$ cat src/rtl/vending_ctrl_multi_if.sv
// Coin/button front-end and dispenser/hopper signal bundle for vending_ctrl_multi.
// The controller uses the slave modport and the front-end uses the master modport.
interface vending_ctrl_multi_if #(
  parameter int N_PROD   = 2,
  parameter int CREDIT_W = 3
);
  logic                M;
  logic                N;
  logic                C;
  logic [N_PROD-1:0]   SEL;
  logic [N_PROD-1:0]   STOCK_EMPTY;
  logic [N_PROD-1:0]   VEND;
  logic                CHANGE;
  logic                REJECT;
  logic                DENY;
  logic [CREDIT_W-1:0] CREDIT;
  logic                BUSY;

  modport master (
    output M, N, C, SEL, STOCK_EMPTY,
    input  VEND, CHANGE, REJECT, DENY, CREDIT, BUSY
  );

  modport slave (
    input  M, N, C, SEL, STOCK_EMPTY,
    output VEND, CHANGE, REJECT, DENY, CREDIT, BUSY
  );
endinterface

$ cat src/rtl/vending_ctrl_multi.sv
// Multi-product vending controller: two coin values, common price, unit change and refund.
// Optional VEND_INACTIVITY_TIMEOUT_EN adds an idle timer that refunds held credit.
module vending_ctrl_multi #(
  parameter int N_PROD     = 2,
  parameter int CREDIT_W   = 3,
  parameter int MAX_CREDIT = 7,
  parameter int PRICE      = 3,
  parameter int VAL_M      = 1,
  parameter int VAL_N      = 2,
  parameter int TIMEOUT    = 15
) (
  input  logic                  CLK,
  input  logic                  RST,
  vending_ctrl_multi_if.slave   bus
);

  localparam int IDX_W = (N_PROD > 1) ? $clog2(N_PROD) : 1;

  typedef enum logic [1:0] {
    S_COLLECT = 2'd0,
    S_VEND    = 2'd1,
    S_CHANGE  = 2'd2
  } state_e;

  state_e              state_q, state_d;
  logic [CREDIT_W-1:0] credit_q, credit_d;
  logic [N_PROD-1:0]   vend_q, vend_d;
  logic                change_q, change_d;
  logic                reject_q, reject_d;
  logic                deny_q, deny_d;
  logic                busy_q, busy_d;
  logic [IDX_W-1:0]    sel_idx;
  logic                any_input;

`ifdef VEND_INACTIVITY_TIMEOUT_EN
  localparam int TIMER_W = $clog2(TIMEOUT + 1);
  logic [TIMER_W-1:0]  timer_q, timer_d;
`endif

  // Outputs are computed one edge ahead, so VEND/CHANGE line up with the state they belong to.
  always_comb begin
    state_d   = state_q;
    credit_d  = credit_q;
    vend_d    = '0;
    change_d  = 1'b0;
    reject_d  = 1'b0;
    deny_d    = 1'b0;
    sel_idx   = '0;
    any_input = bus.M | bus.N | bus.C | (|bus.SEL);
`ifdef VEND_INACTIVITY_TIMEOUT_EN
    timer_d   = '0;
`endif

    for (int i = N_PROD - 1; i >= 0; i--) begin
      if (bus.SEL[i]) sel_idx = IDX_W'(i);
    end

    case (state_q)
      S_COLLECT: begin
        if (bus.M) begin
          if (int'(credit_q) + VAL_M > MAX_CREDIT) reject_d = 1'b1;
          else credit_d = credit_q + CREDIT_W'(VAL_M);
          if (bus.N) reject_d = 1'b1;
        end else if (bus.N) begin
          if (int'(credit_q) + VAL_N > MAX_CREDIT) reject_d = 1'b1;
          else credit_d = credit_q + CREDIT_W'(VAL_N);
        end else if (|bus.SEL) begin
          if (int'(credit_q) >= PRICE && !bus.STOCK_EMPTY[sel_idx]) begin
            state_d         = S_VEND;
            vend_d[sel_idx] = 1'b1;
            credit_d        = credit_q - CREDIT_W'(PRICE);
          end else begin
            deny_d = 1'b1;
          end
        end else if (bus.C) begin
          if (credit_q != '0) begin
            state_d  = S_CHANGE;
            change_d = 1'b1;
            credit_d = credit_q - 1'b1;
          end
        end
`ifdef VEND_INACTIVITY_TIMEOUT_EN
        // Idle credit counts toward an automatic refund; any front-end activity restarts it.
        else if (credit_q != '0) begin
          if (int'(timer_q) + 1 >= TIMEOUT) begin
            state_d  = S_CHANGE;
            change_d = 1'b1;
            credit_d = credit_q - 1'b1;
          end else begin
            timer_d = timer_q + 1'b1;
          end
        end
`endif
      end

      S_VEND, S_CHANGE: begin
        reject_d = bus.M | bus.N;
        if (credit_q != '0) begin
          state_d  = S_CHANGE;
          change_d = 1'b1;
          credit_d = credit_q - 1'b1;
        end else begin
          state_d = S_COLLECT;
        end
      end

      default: begin
        state_d  = S_COLLECT;
        credit_d = '0;
      end
    endcase

    busy_d = (state_d != S_COLLECT);
  end

  always_ff @(posedge CLK) begin
    if (RST) begin
      state_q  <= S_COLLECT;
      credit_q <= '0;
      vend_q   <= '0;
      change_q <= 1'b0;
      reject_q <= 1'b0;
      deny_q   <= 1'b0;
      busy_q   <= 1'b0;
`ifdef VEND_INACTIVITY_TIMEOUT_EN
      timer_q  <= '0;
`endif
    end else begin
      state_q  <= state_d;
      credit_q <= credit_d;
      vend_q   <= vend_d;
      change_q <= change_d;
      reject_q <= reject_d;
      deny_q   <= deny_d;
      busy_q   <= busy_d;
`ifdef VEND_INACTIVITY_TIMEOUT_EN
      timer_q  <= timer_d;
`endif
    end
  end

  assign bus.VEND   = vend_q;
  assign bus.CHANGE = change_q;
  assign bus.REJECT = reject_q;
  assign bus.DENY   = deny_q;
  assign bus.CREDIT = credit_q;
  assign bus.BUSY   = busy_q;

endmodule

$ cat src/flat_wrapper.sv
// flat-port wrapper written by rule: the top's interface ports become plain ports
module vending_ctrl_multi_flat 
#(
  parameter int N_PROD     = 2,
  parameter int CREDIT_W   = 3,
  parameter int MAX_CREDIT = 7,
  parameter int PRICE      = 3,
  parameter int VAL_M      = 1,
  parameter int VAL_N      = 2,
  parameter int TIMEOUT    = 15
)
  (CLK, RST, bus_M, bus_N, bus_C, bus_SEL, bus_STOCK_EMPTY, bus_VEND, bus_CHANGE, bus_REJECT, bus_DENY, bus_CREDIT, bus_BUSY);
  vending_ctrl_multi_if #(.N_PROD(N_PROD), .CREDIT_W(CREDIT_W)) bus_i ();
  input  logic CLK;
  input  logic RST;
  input wire logic [$bits(bus_i.M)-1:0] bus_M;
  input wire logic [$bits(bus_i.N)-1:0] bus_N;
  input wire logic [$bits(bus_i.C)-1:0] bus_C;
  input wire logic [$bits(bus_i.SEL)-1:0] bus_SEL;
  input wire logic [$bits(bus_i.STOCK_EMPTY)-1:0] bus_STOCK_EMPTY;
  output wire logic [$bits(bus_i.VEND)-1:0] bus_VEND;
  output wire logic [$bits(bus_i.CHANGE)-1:0] bus_CHANGE;
  output wire logic [$bits(bus_i.REJECT)-1:0] bus_REJECT;
  output wire logic [$bits(bus_i.DENY)-1:0] bus_DENY;
  output wire logic [$bits(bus_i.CREDIT)-1:0] bus_CREDIT;
  output wire logic [$bits(bus_i.BUSY)-1:0] bus_BUSY;
  assign bus_i.M = bus_M;
  assign bus_i.N = bus_N;
  assign bus_i.C = bus_C;
  assign bus_i.SEL = bus_SEL;
  assign bus_i.STOCK_EMPTY = bus_STOCK_EMPTY;
  assign bus_VEND = bus_i.VEND;
  assign bus_CHANGE = bus_i.CHANGE;
  assign bus_REJECT = bus_i.REJECT;
  assign bus_DENY = bus_i.DENY;
  assign bus_CREDIT = bus_i.CREDIT;
  assign bus_BUSY = bus_i.BUSY;
  vending_ctrl_multi #(.N_PROD(N_PROD), .CREDIT_W(CREDIT_W), .MAX_CREDIT(MAX_CREDIT), .PRICE(PRICE), .VAL_M(VAL_M), .VAL_N(VAL_N), .TIMEOUT(TIMEOUT)) u_core (.CLK(CLK), .RST(RST), .bus(bus_i));
endmodule
$ cat config.mk
export PLATFORM = sky130hd
export DESIGN_NAME = vending_ctrl_multi_flat
export DESIGN_NICKNAME = d
export VERILOG_FILES = /design/src/rtl/vending_ctrl_multi_if.sv /design/src/rtl/vending_ctrl_multi.sv /design/src/flat_wrapper.sv
export SDC_FILE = /design/constraint.sdc
export NUM_CORES = 1
export LEC_CHECK = 0
export ABC_AREA = 1
export ABC_CLOCK_PERIOD_IN_PS = 1630
export BUFFER_PORTS_ARGS = -buffer_cell sky130_fd_sc_hd__buf_4
export CORE_MARGIN = 2
export CORE_UTILIZATION = 48
export CTS_BUF_LIST = sky130_fd_sc_hd__clkbuf_4 sky130_fd_sc_hd__clkbuf_8 sky130_fd_sc_hd__clkbuf_16
export DETAILED_ROUTE_END_ITERATION = 10
export PLACE_DENSITY = 0.78
export SYNTH_ARGS = -nofsm -noshare
export SYNTH_HDL_FRONTEND = slang
export SYNTH_SLANG_ARGS = --single-unit
$ cat constraint.sdc
create_clock -name CLK -period 1.63 [get_ports CLK]
set_clock_uncertainty 0.15 [all_clocks]
set_input_delay 0.326 -clock CLK [delete_from_list [all_inputs] [get_ports CLK]]
set_output_delay 0.326 -clock CLK [all_outputs]
set_load 0.01 [all_outputs]
* Yosys cells after proc, flatten, opt, wreduce, memory -nomap -nowiden
Index checks and enable logic that the tools add are counted. W data, S select, Z words.
Word-level totals: bits in read-only memories 0, bits in registers 11, output and inout bits 9, bits in latches 0, memories kept 0, memory bits (writable) 0
Operators by class: mux-type cells 36, bitwise operators 4, add/sub/neg operators 6, shift operators 0, equality and inequality tests 6, reduce and logical (&&, ||, !) cells 11, $lt $le $gt $ge 5, $mul 0, div/mod/pow operators 0
Operator list (count):
- $gt A32 B4 Y1 const B | 2
- $mux W3 | 8
- $mux W1 | 16
- $mux W2 | 7
- $pmux W3 S2 | 1
- $reduce_or A6 Y1 | 1
- $ne A5 B4 Y1 const B | 1
- $ne A5 B5 Y1 const B | 1
- $reduce_or A5 Y1 | 1
- $add A3 B1 Y4 const B | 1
- $add A3 B2 Y4 const B | 1
- $ne A4 B4 Y1 const B | 1
- $pmux W1 S2 | 2
- $pmux W2 S2 | 1
- $reduce_and A4 Y1 | 1
- $reduce_or A2 Y1 | 2
- $add A3 B1 Y3 const B | 1
- $add A3 B2 Y3 const B | 1
- $ge A3 B2 Y1 const B | 1
- $ne A3 B3 Y1 const B | 1
- $not A1 Y1 | 3
- $reduce_bool A3 Y1 | 1
- $sub A3 B1 Y3 const B | 1
- $sub A3 B2 Y3 const B | 1
- 10 further kinds | 11

* Logic depth before layout (Yosys ltp)
Gate-level depths: netlist of the first run.
word-level depth 12, gate-level depth with buffers 11

* Worst setup path after synthesis of the first run
OpenSTA, ideal clock, no wires.
path type reg-to-reg, start point register u_core.credit_q[0] (netlist: u_core.bus.CREDIT[0]), end point register u_core.credit_q[2] (netlist: u_core.bus.CREDIT[2]), arrival 1463 ps, required time 1369 ps, buffers on the path 0, cell stages (with the launch flop) 10, setup time 111 ps, slack -94 ps, cell sequence dfxtp_1 inv_1 ha_1 or2_2 nand3_1 nand2_1 a21oi_1 nor2_1 nor2_1 nor2_1
On the way: longest elaborated chain between the ends 7
RTL lines:
- from (decl) | RTL line vending_ctrl_multi.sv:26 | logic [CREDIT_W-1:0] credit_q, credit_d;
- from (signal assigned) | RTL line vending_ctrl_multi.sv:130 | credit_q <= credit_d;
- parallel branches: the longest is 7 deep, another holds $gt A32 B4 Y1
Several ways; the timed one is not identified. The select of a mux whose other input is x is not followed. A chain may end at the register's enable or synchronous reset.

* Worst setup path after layout of the first run
start point register u_core.credit_q[1] (netlist: u_core.bus.CREDIT[1]), end point register u_core.credit_q[0] (netlist: u_core.bus.CREDIT[0])
On the way: longest elaborated chain between the ends 7
RTL lines:
- parallel branches: the longest is 7 deep, another holds $gt A32 B4 Y1
Several ways; the timed one is not identified. The select of a mux whose other input is x is not followed.

==> reports/metrics.csv, run 1 <==
stage,metric,value,unit
routing,number of DRC markers in iteration 0,50,
sta,Final setup viols,4,
routing,DRC Markers,0,
finish,Reg area,228,µm²
run,max_cap viols,0,
routing,wire per inst,13.0,µm
global_route,pin count of the biggest net entering global routing,9,
sta,crit path time final,1670,ps
global_route,initial antenna violation count,0,
global_route,first-pass GRT wire length,3500,µm
worst_hold_path,Hold Path Class,input pin to flip-flop,
finish,layout net count,186,
finish,layout cells sized above 1,0.375,
yosys,cell taking the most area after synthesis,dfxtp_1,
power,PwrDens,1040,nW/µm²
yosys,post-synthesis net count,158,
clock_tree,# clock sinks,11,
worst_hold_path,Hold Path Stages,2,
die,chip width,46.8,µm
clock_tree,CTS tree,built,
critical_path,critical path's slowest cell,dfxtp_4,
place,gpl congestion,0.848,
routing,ANT nets after route,0,
yosys,Synth cell types,21,
critical_path,crit-path max cell delay,380,ps
die,starting density of the core,0.509,
global_route,Congestion Overflow GR,0,
place,DP Wirelength,1670,µm
sta,Final WS setup,-43.2,ps
yosys,Post-Syn Area,880,µm²
sta,RSZ-0062 raised after global routing,yes,
critical_path,reg-to-reg startpoint,u_core.bus.CREDIT[1]$_SDFFE_PP0P_,
place,port bufs,17,
run_status,failing checks,negative setup slack,
critical_path,r2r worst-path depth,9,
sta,Worst-Margin Slew,182,ps
die,IO Pins,18,
yosys,ys flop type,dfxtp_1,
yosys,Syn Area/Cell,6.24,µm²
yosys,Synth Register Bits,11,
finish,Ant. Diodes,0,
clock_tree,root buffer cell,clkbuf_4,
routing,vias per inst,5.22,
die,chip height,46.8,µm
die,Rows,15,
critical_path,worst r2r dst,u_core.bus.CREDIT[0]$_SDFFE_PP0P_,
yosys,"top cells by count, synth","nand2_1 (39), nor2_1 (25), inv_1 (17)",
routing,DR vias,1007,
worst_hold_path,Hold Startpoint,RST,
routing,Pre-Repair DR Iteration Count,4,
yosys,cells after synthesis,141,
finish,Final Util,0.701,
critical_path,CP endpoint kind,flip-flop,
critical_path,startpoint class of the critical path,flip-flop,
power,VDD IR max,525,µV
yosys,largest cells by area after synthesis,"dfxtp_1 (25%), nand2_1 (17%), ha_1 (11%)",
place,placed cell areas,1070,µm²
power,leak pwr,0.000629,µW
critical_path,CP bufs+invs,1,
yosys,Synth top area share,0.250,
sta,number of failing hold endpoints at the final stage,0,
die,die area,2190,µm²
sta,Max Freq,0.598,GHz
global_route,GRT Overall Usage,0.231,
clock_tree,htree depth,1,
critical_path,worst path required time,1690,ps
sta,Slew headroom,0.877,
clock_tree,worst skew pair latency,280,ps
finish,P&R area growth vs syn,37.7,%
yosys,register area share after synthesis,0.250,
clock_tree,CTS Buffer Depth,2,
yosys,Synth warnings,0,
critical_path,kind of critical path,flip-flop to flip-flop,
sta,fin crit share,1.03,
critical_path,Crit path max-delay family,simple AND/OR/NAND/NOR gates,
routing,routed wire length,2500,µm
run_status,status,"complete, but fails checks",
sta,worst hold slack,105,ps
clock_tree,Num CTS Buffers,3,
clock_tree,"Clk pin slew, worst setup/hold paths",90,ps
critical_path,Worst R2R Setup Slack,-40,ps
critical_path,CP Max Fanout,5,
yosys,"EDFF count, synth",0,
critical_path,Worst Path Arrival,1730,ps
global_route,vias in the first global route,834,
die,Core ar.,1730,µm²
sta,"Slew Viols, Final",0,
critical_path,crit-path cells,buf_4 > ha_2 > nand2_2 > nor2_2 > a21oi_1 > nand3_2 > nor2_1 > nand2_1 > a21oi_2,
yosys,"count leader, synth",nand2_1,
finish,multi-input logic area,654,µm²
worst_hold_path,Hold EP,u_core.bus.CREDIT[0]$_SDFFE_PP0P_,
finish,fill cell total of the finished layout,145,
finish,"Design Area, Final",1210,µm²
yosys,ys async rst share,0,
## flip-flops by register name, summed over array words and instances, names as in the netlist
register and flops:
u_core.bus.CREDIT 3, u_core.bus.BUSY 1, u_core.bus.REJECT 1, u_core.bus.DENY 1
u_core.state_q 2, u_core.bus.VEND 2, u_core.bus.CHANGE 1
## per-stage QoR
stage	TNS, ps	std cells	setup slack, ps	total power [µW]
detailed placement	-86.8	187	-47.4	906
CTS	0	192	0.532	1150
finish	-117	193	-43.2	1250
floorplan	0	141	12.8	719
global route	-456	193	-131	1350
global placement	-27.7	187	-27.7	889
## logic make-up (layout without fill, tap and decap cells)
group           count (synthesis)  in the layout  synth area share
fa+ha+maj                       8              8             0.114
simple gates                   87             87             0.451
flops                          11             11             0.250
buf+inv                        22             49             0.107
compound gates                 13             13            0.0782
## metal layers
layer,share of wire,GRT usage,up-vias
met5,0,0,-
met4,0.036,0.100,0
met3,0.092,0.0423,14
met2,0.47,0.384,64
met1,0.40,0.291,438
li1,-,-,491
## where the power goes
| group | switching (µW) | internal [µW] | total (µW) |
|---|---|---|---|
| Clock | 99.8 | 111 | 211 |
| Combinational | 396 | 302 | 699 |
| Sequential | 36.1 | 309 | 345 |
## worst max path at each step
stage	endpoint	slack, ps	cells past startpoint	start
after floorplan	u_core.bus.CREDIT[2]$_SDFFE_PP0P_	10	9	u_core.bus.CREDIT[0]$_SDFFE_PP0P_
after global placement	u_core.bus.CREDIT[2]$_SDFFE_PP0P_	-30	9	u_core.bus.CREDIT[0]$_SDFFE_PP0P_
after detailed placement	u_core.bus.CREDIT[1]$_SDFFE_PP0P_	-50	10	u_core.bus.CREDIT[0]$_SDFFE_PP0P_
after CTS	u_core.bus.CREDIT[2]$_SDFFE_PP0P_	0.5	9	u_core.bus.CREDIT[0]$_SDFFE_PP0P_
after global routing	u_core.bus.CREDIT[0]$_SDFFE_PP0P_	-130	9	u_core.bus.CREDIT[1]$_SDFFE_PP0P_
final	u_core.bus.CREDIT[0]$_SDFFE_PP0P_	-40	9	u_core.bus.CREDIT[1]$_SDFFE_PP0P_
## cell usage in the layout (no fill, tap or decap), drive strengths merged
master / Yosys / layout
nand3: 13 / 13
clkbuf: 0 / 4
a21oi: 10 / 10
or2: 2 / 2
ha: 8 / 8
nand2: 42 / 42
buf: 2 / 25
inv: 20 / 20
nand4: 1 / 1
o21ai: 3 / 3
nor2: 29 / 29
dfxtp: 11 / 11
## area by class of cell
class                   instances  area share
multi-input cells             108       0.540
flip-flops and latches         11       0.188
repair buffers                 25       0.155
inverters                      20      0.0661
well taps                      25      0.0258
clock buffers                   4      0.0248
## timing repair
action,CTS,global route
hold buffers,0,0
setup buffers,1,1
setup endpoints to repair,3,6
pin swaps,5,9
gates resized for setup,6,20
endpoints found under the hold margin,0,0
Power figures use the tool's default switching activity.
==> inputs of run 2 (changes only) <==
--- a/config.mk
+++ b/config.mk
@@ -13,2 +13,3 @@
 export CTS_BUF_LIST = sky130_fd_sc_hd__clkbuf_4 sky130_fd_sc_hd__clkbuf_8 sky130_fd_sc_hd__clkbuf_16
+export CTS_CLUSTER_SIZE = 30
 export DETAILED_ROUTE_END_ITERATION = 10
==> constraint.sdc (replaced) <==
create_clock -name CLK -period 1.63 [get_ports CLK]
set_clock_uncertainty 0.15 [all_clocks]
set_input_delay 0.163 -clock CLK [delete_from_list [all_inputs] [get_ports CLK]]
set_output_delay 0.163 -clock CLK [all_outputs]
set_load 0.01 [all_outputs]
==> run 2 against run 1 <==
  * The run ends with negative hold slack, negative setup slack left
  * Die area is the same
  * Sequential share of layout area rose by 0.25 points
  * Utilization shrank 1.7 points
  * Largest power group unchanged
  * Critical path type unchanged
  * First-iteration DRC count shrank 20%
  * Setup slack gained 4.3 ps
  * Global-route usage shrank 1.9 points
  * Fmax increased by 0.26%
  * Final area decreased by 2.4%
==> reports/metrics.csv, run 2 (synthesis gave the netlist of run 1 again) <==
stage,metric,value,unit,change
run_status,status,"complete, but fails checks",,unchanged
run_status,failing checks,"negative hold slack, negative setup slack",,was negative setup slack
power,total power,1200,µW,was 1250 µW
clock_tree,htree depth,1,,unchanged
die,chip width,46.8,µm,unchanged
power,VDD IR max,589,µV,was 525 µV
finish,Final Util,0.685,,was 0.701
global_route,initial antenna violation count,0,,unchanged
die,Rows,15,,unchanged
finish,layout cells sized above 1,0.325,,was 0.375
sta,"Slew Viols, Final",0,,unchanged
clock_tree,# clock sinks,11,,unchanged
power,PwrDens,1020,nW/µm²,was 1040 nW/µm²
sta,Worst-Margin Slew,368,ps,was 182 ps
routing,DR vias,977,,"was 1,007"
power,Sw Share,0.407,,was 0.424
sta,RSZ-0062 raised after global routing,yes,,unchanged
die,Core ar.,1730,µm²,unchanged
clock_tree,CTS tree,built,,unchanged
place,gpl congestion,0.846,,was 0.848
critical_path,r2r worst-path depth,10,,was 9
routing,ANT nets after route,0,,unchanged
power,Psw,490,µW,was 532 µW
global_route,first-pass GRT wire length,3270,µm,was 3500 µm
routing,Pre-Repair DR Iteration Count,4,,unchanged
power,leak pwr,0.000634,µW,was 0.000629 µW
critical_path,worst r2r dst,u_core.bus.CREDIT[1]$_SDFFE_PP0P_,,was u_core.bus.CREDIT[0]$_SDFFE_PP0P_
power,Comb power frac,0.554,,was 0.557
clock_tree,Num CTS Buffers,3,,unchanged
power,internal power,715,µW,was 723 µW
place,placed insts,186,,was 187
sta,worst hold slack,-54.9,ps,was 105 ps
global_route,pin count of the biggest net entering global routing,9,,unchanged
die,die area,2190,µm²,unchanged
sta,crit path time final,1670,ps,about the same
routing,routed wire length,2140,µm,was 2500 µm
global_route,Congestion Overflow GR,0,,unchanged
worst_hold_path,Hold Startpoint,RST,,unchanged
finish,Finished Layout Cells,194,,was 193
clock_tree,CTS Buffer Depth,2,,unchanged
critical_path,crit-path max cell delay,360,ps,was 380 ps
global_route,GRT Overall Usage,0.211,,was 0.231
critical_path,critical path's slowest cell,dfxtp_4,,unchanged
power,clock power share,0.168,,about the same
finish,P&R area growth vs syn,34.4,%,was 37.7%
die,IO Pins,18,,unchanged
clock_tree,CTS Hold Bufs,1,,was 0
critical_path,kind of critical path,flip-flop to flip-flop,,unchanged
critical_path,worst path required time,1650,ps,was 1690 ps
run,max_cap viols,0,,unchanged
clock_tree,root buffer cell,clkbuf_4,,unchanged
die,starting density of the core,0.509,,unchanged
finish,most frequent cells in the layout,"nand2_1 (39), buf_4 (25), nor2_1 (24)",,"was nand2_1 (38), buf_4 (25), nor2_1 (21)"
worst_hold_path,Hold Path Stages,2,,unchanged
clock_tree,"Clk pin slew, worst setup/hold paths",70,ps,was 90 ps
sta,Final setup viols,3,,was 4
critical_path,Crit path max-delay family,simple AND/OR/NAND/NOR gates,,unchanged
clock_tree,worst skew pair latency,270,ps,was 280 ps
critical_path,startpoint class of the critical path,flip-flop,,unchanged
finish,layout net count,187,,was 186
worst_hold_path,Hold EP,u_core.bus.CREDIT[0]$_SDFFE_PP0P_,,unchanged
worst_hold_path,Hold Path Class,input pin to flip-flop,,unchanged
sta,Max Freq,0.599,GHz,was 0.598 GHz
sta,fin crit share,1.02,,was 1.03
global_route,vias in the first global route,776,,was 834
critical_path,crit-path most repeated cell,nor2_1,,
place,DP Wirelength,1620,µm,was 1670 µm
critical_path,CP Max Fanout,4,,was 5
routing,number of DRC markers in iteration 0,40,,was 50
finish,Ant. Diodes,0,,unchanged
critical_path,Worst Path Arrival,1690,ps,was 1730 ps
routing,DRC Markers,0,,unchanged
place,port bufs,17,,unchanged
finish,fill cell total of the finished layout,154,,was 145
critical_path,Worst R2R Setup Slack,-40,ps,about the same
routing,wire per inst,11.0,µm,was 13.0 µm
critical_path,CP endpoint kind,flip-flop,,unchanged
critical_path,CP bufs+invs,0,,was 1
critical_path,reg-to-reg startpoint,u_core.bus.CREDIT[0]$_SDFFE_PP0P_,,was u_core.bus.CREDIT[1]$_SDFFE_PP0P_
die,chip height,46.8,µm,unchanged
sta,number of failing hold endpoints at the final stage,4,,was 0
finish,"commonest non-fill, non-tap cell in the layout",nand2_1,,unchanged
power,sequential share of power,0.279,,was 0.275
finish,Largest register FFs,3,,unchanged
routing,vias per inst,5.04,,was 5.22
critical_path,crit-path cells,ha_1 > ha_1 > nor2_1 > nand2_1 > nand3_2 > nand2_2 > nand4_1 > nor2_1 > nor2_1 > nor2_1,,was buf_4 > ha_2 > nand2_2 > nor2_2 > a21oi_1 > nand3_2 > nor2_1 > nand2_1 > a21oi_2
sta,Slew headroom,0.754,,was 0.877
sta,Final WS setup,-38.9,ps,was -43.2 ps
[run 2: cell count changes in the layout (fill, tap and decap cells not counted), moves of 2 or more]
cell    change
ha_1        +3
inv_4       -2
ha_4        -2
nor2_2      -4
nor2_1      +3
[run 2: area by class of cell]
cell class	count	area (µm²)	share of cell area
multi-input cells	108	619	0.524
flip-flops and latches	11	225	0.190
repair buffers	26	198	0.167
inverters	20	78.8	0.0667
well taps	25	31.3	0.0265
clock buffers	4	30.0	0.0254
[run 2: through the flow]
| step | setup TNS, ps | instance area, µm² | worst slack [ps] |
|---|---|---|---|
| after floorplan | 0 | 882 | 12.8 |
| after global placement | -27.0 | 1060 | -27.0 |
| after detailed placement | -29.0 | 1060 | -29.0 |
| after CTS | -5.56 | 1110 | -5.56 |
| after global routing | -609 | 1180 | -141 |
| final | -75.8 | 1180 | -38.9 |
[run 2: worst max-delay path by stage]
stage / from / end / slack (ps) / depth (start not counted)
after global placement: u_core.bus.CREDIT[0]$_SDFFE_PP0P_ / u_core.bus.CREDIT[2]$_SDFFE_PP0P_ / -30 / 9
after detailed placement: u_core.bus.CREDIT[0]$_SDFFE_PP0P_ / u_core.bus.CREDIT[2]$_SDFFE_PP0P_ / -30 / 9
after global routing: u_core.state_q[1]$_SDFF_PP0_ / u_core.bus.CREDIT[2]$_SDFFE_PP0P_ / -140 / 9
after CTS: u_core.bus.CREDIT[0]$_SDFFE_PP0P_ / u_core.bus.CREDIT[2]$_SDFFE_PP0P_ / -6 / 9
after floorplan: u_core.bus.CREDIT[0]$_SDFFE_PP0P_ / u_core.bus.CREDIT[2]$_SDFFE_PP0P_ / 10 / 9
final: u_core.bus.CREDIT[0]$_SDFFE_PP0P_ / u_core.bus.CREDIT[1]$_SDFFE_PP0P_ / -40 / 10
[run 2: repair_timing]
item                                    CTS  global route
endpoints found under the hold margin     5             4
pin swaps                                 3             7
endpoints found under the setup margin    3             5
resized for setup                         2            14
buffers inserted                          1             2
[run 2: routing by layer]
| metal | vias to the layer above | share of wire | track usage |
|---|---|---|---|
| met5 | - | 0 | 0 |
| met4 | 0 | 0 | 0.0333 |
| met3 | 0 | 0.087 | 0.0577 |
| met2 | 46 | 0.46 | 0.348 |
| met1 | 439 | 0.45 | 0.282 |
| li1 | 492 | - | - |
[run 2: power by group through the flow]
stage | Clock, µW | Combinational (µW) | Sequential, µW
6_report | 202 | 667 | 335
5_1_grt | 227 | 750 | 339
4_1_cts | 212 | 575 | 333
3_5_place_dp | 0 | 561 | 339
3_3_place_gp | 0 | 549 | 337
2_1_floorplan | 0 | 360 | 359
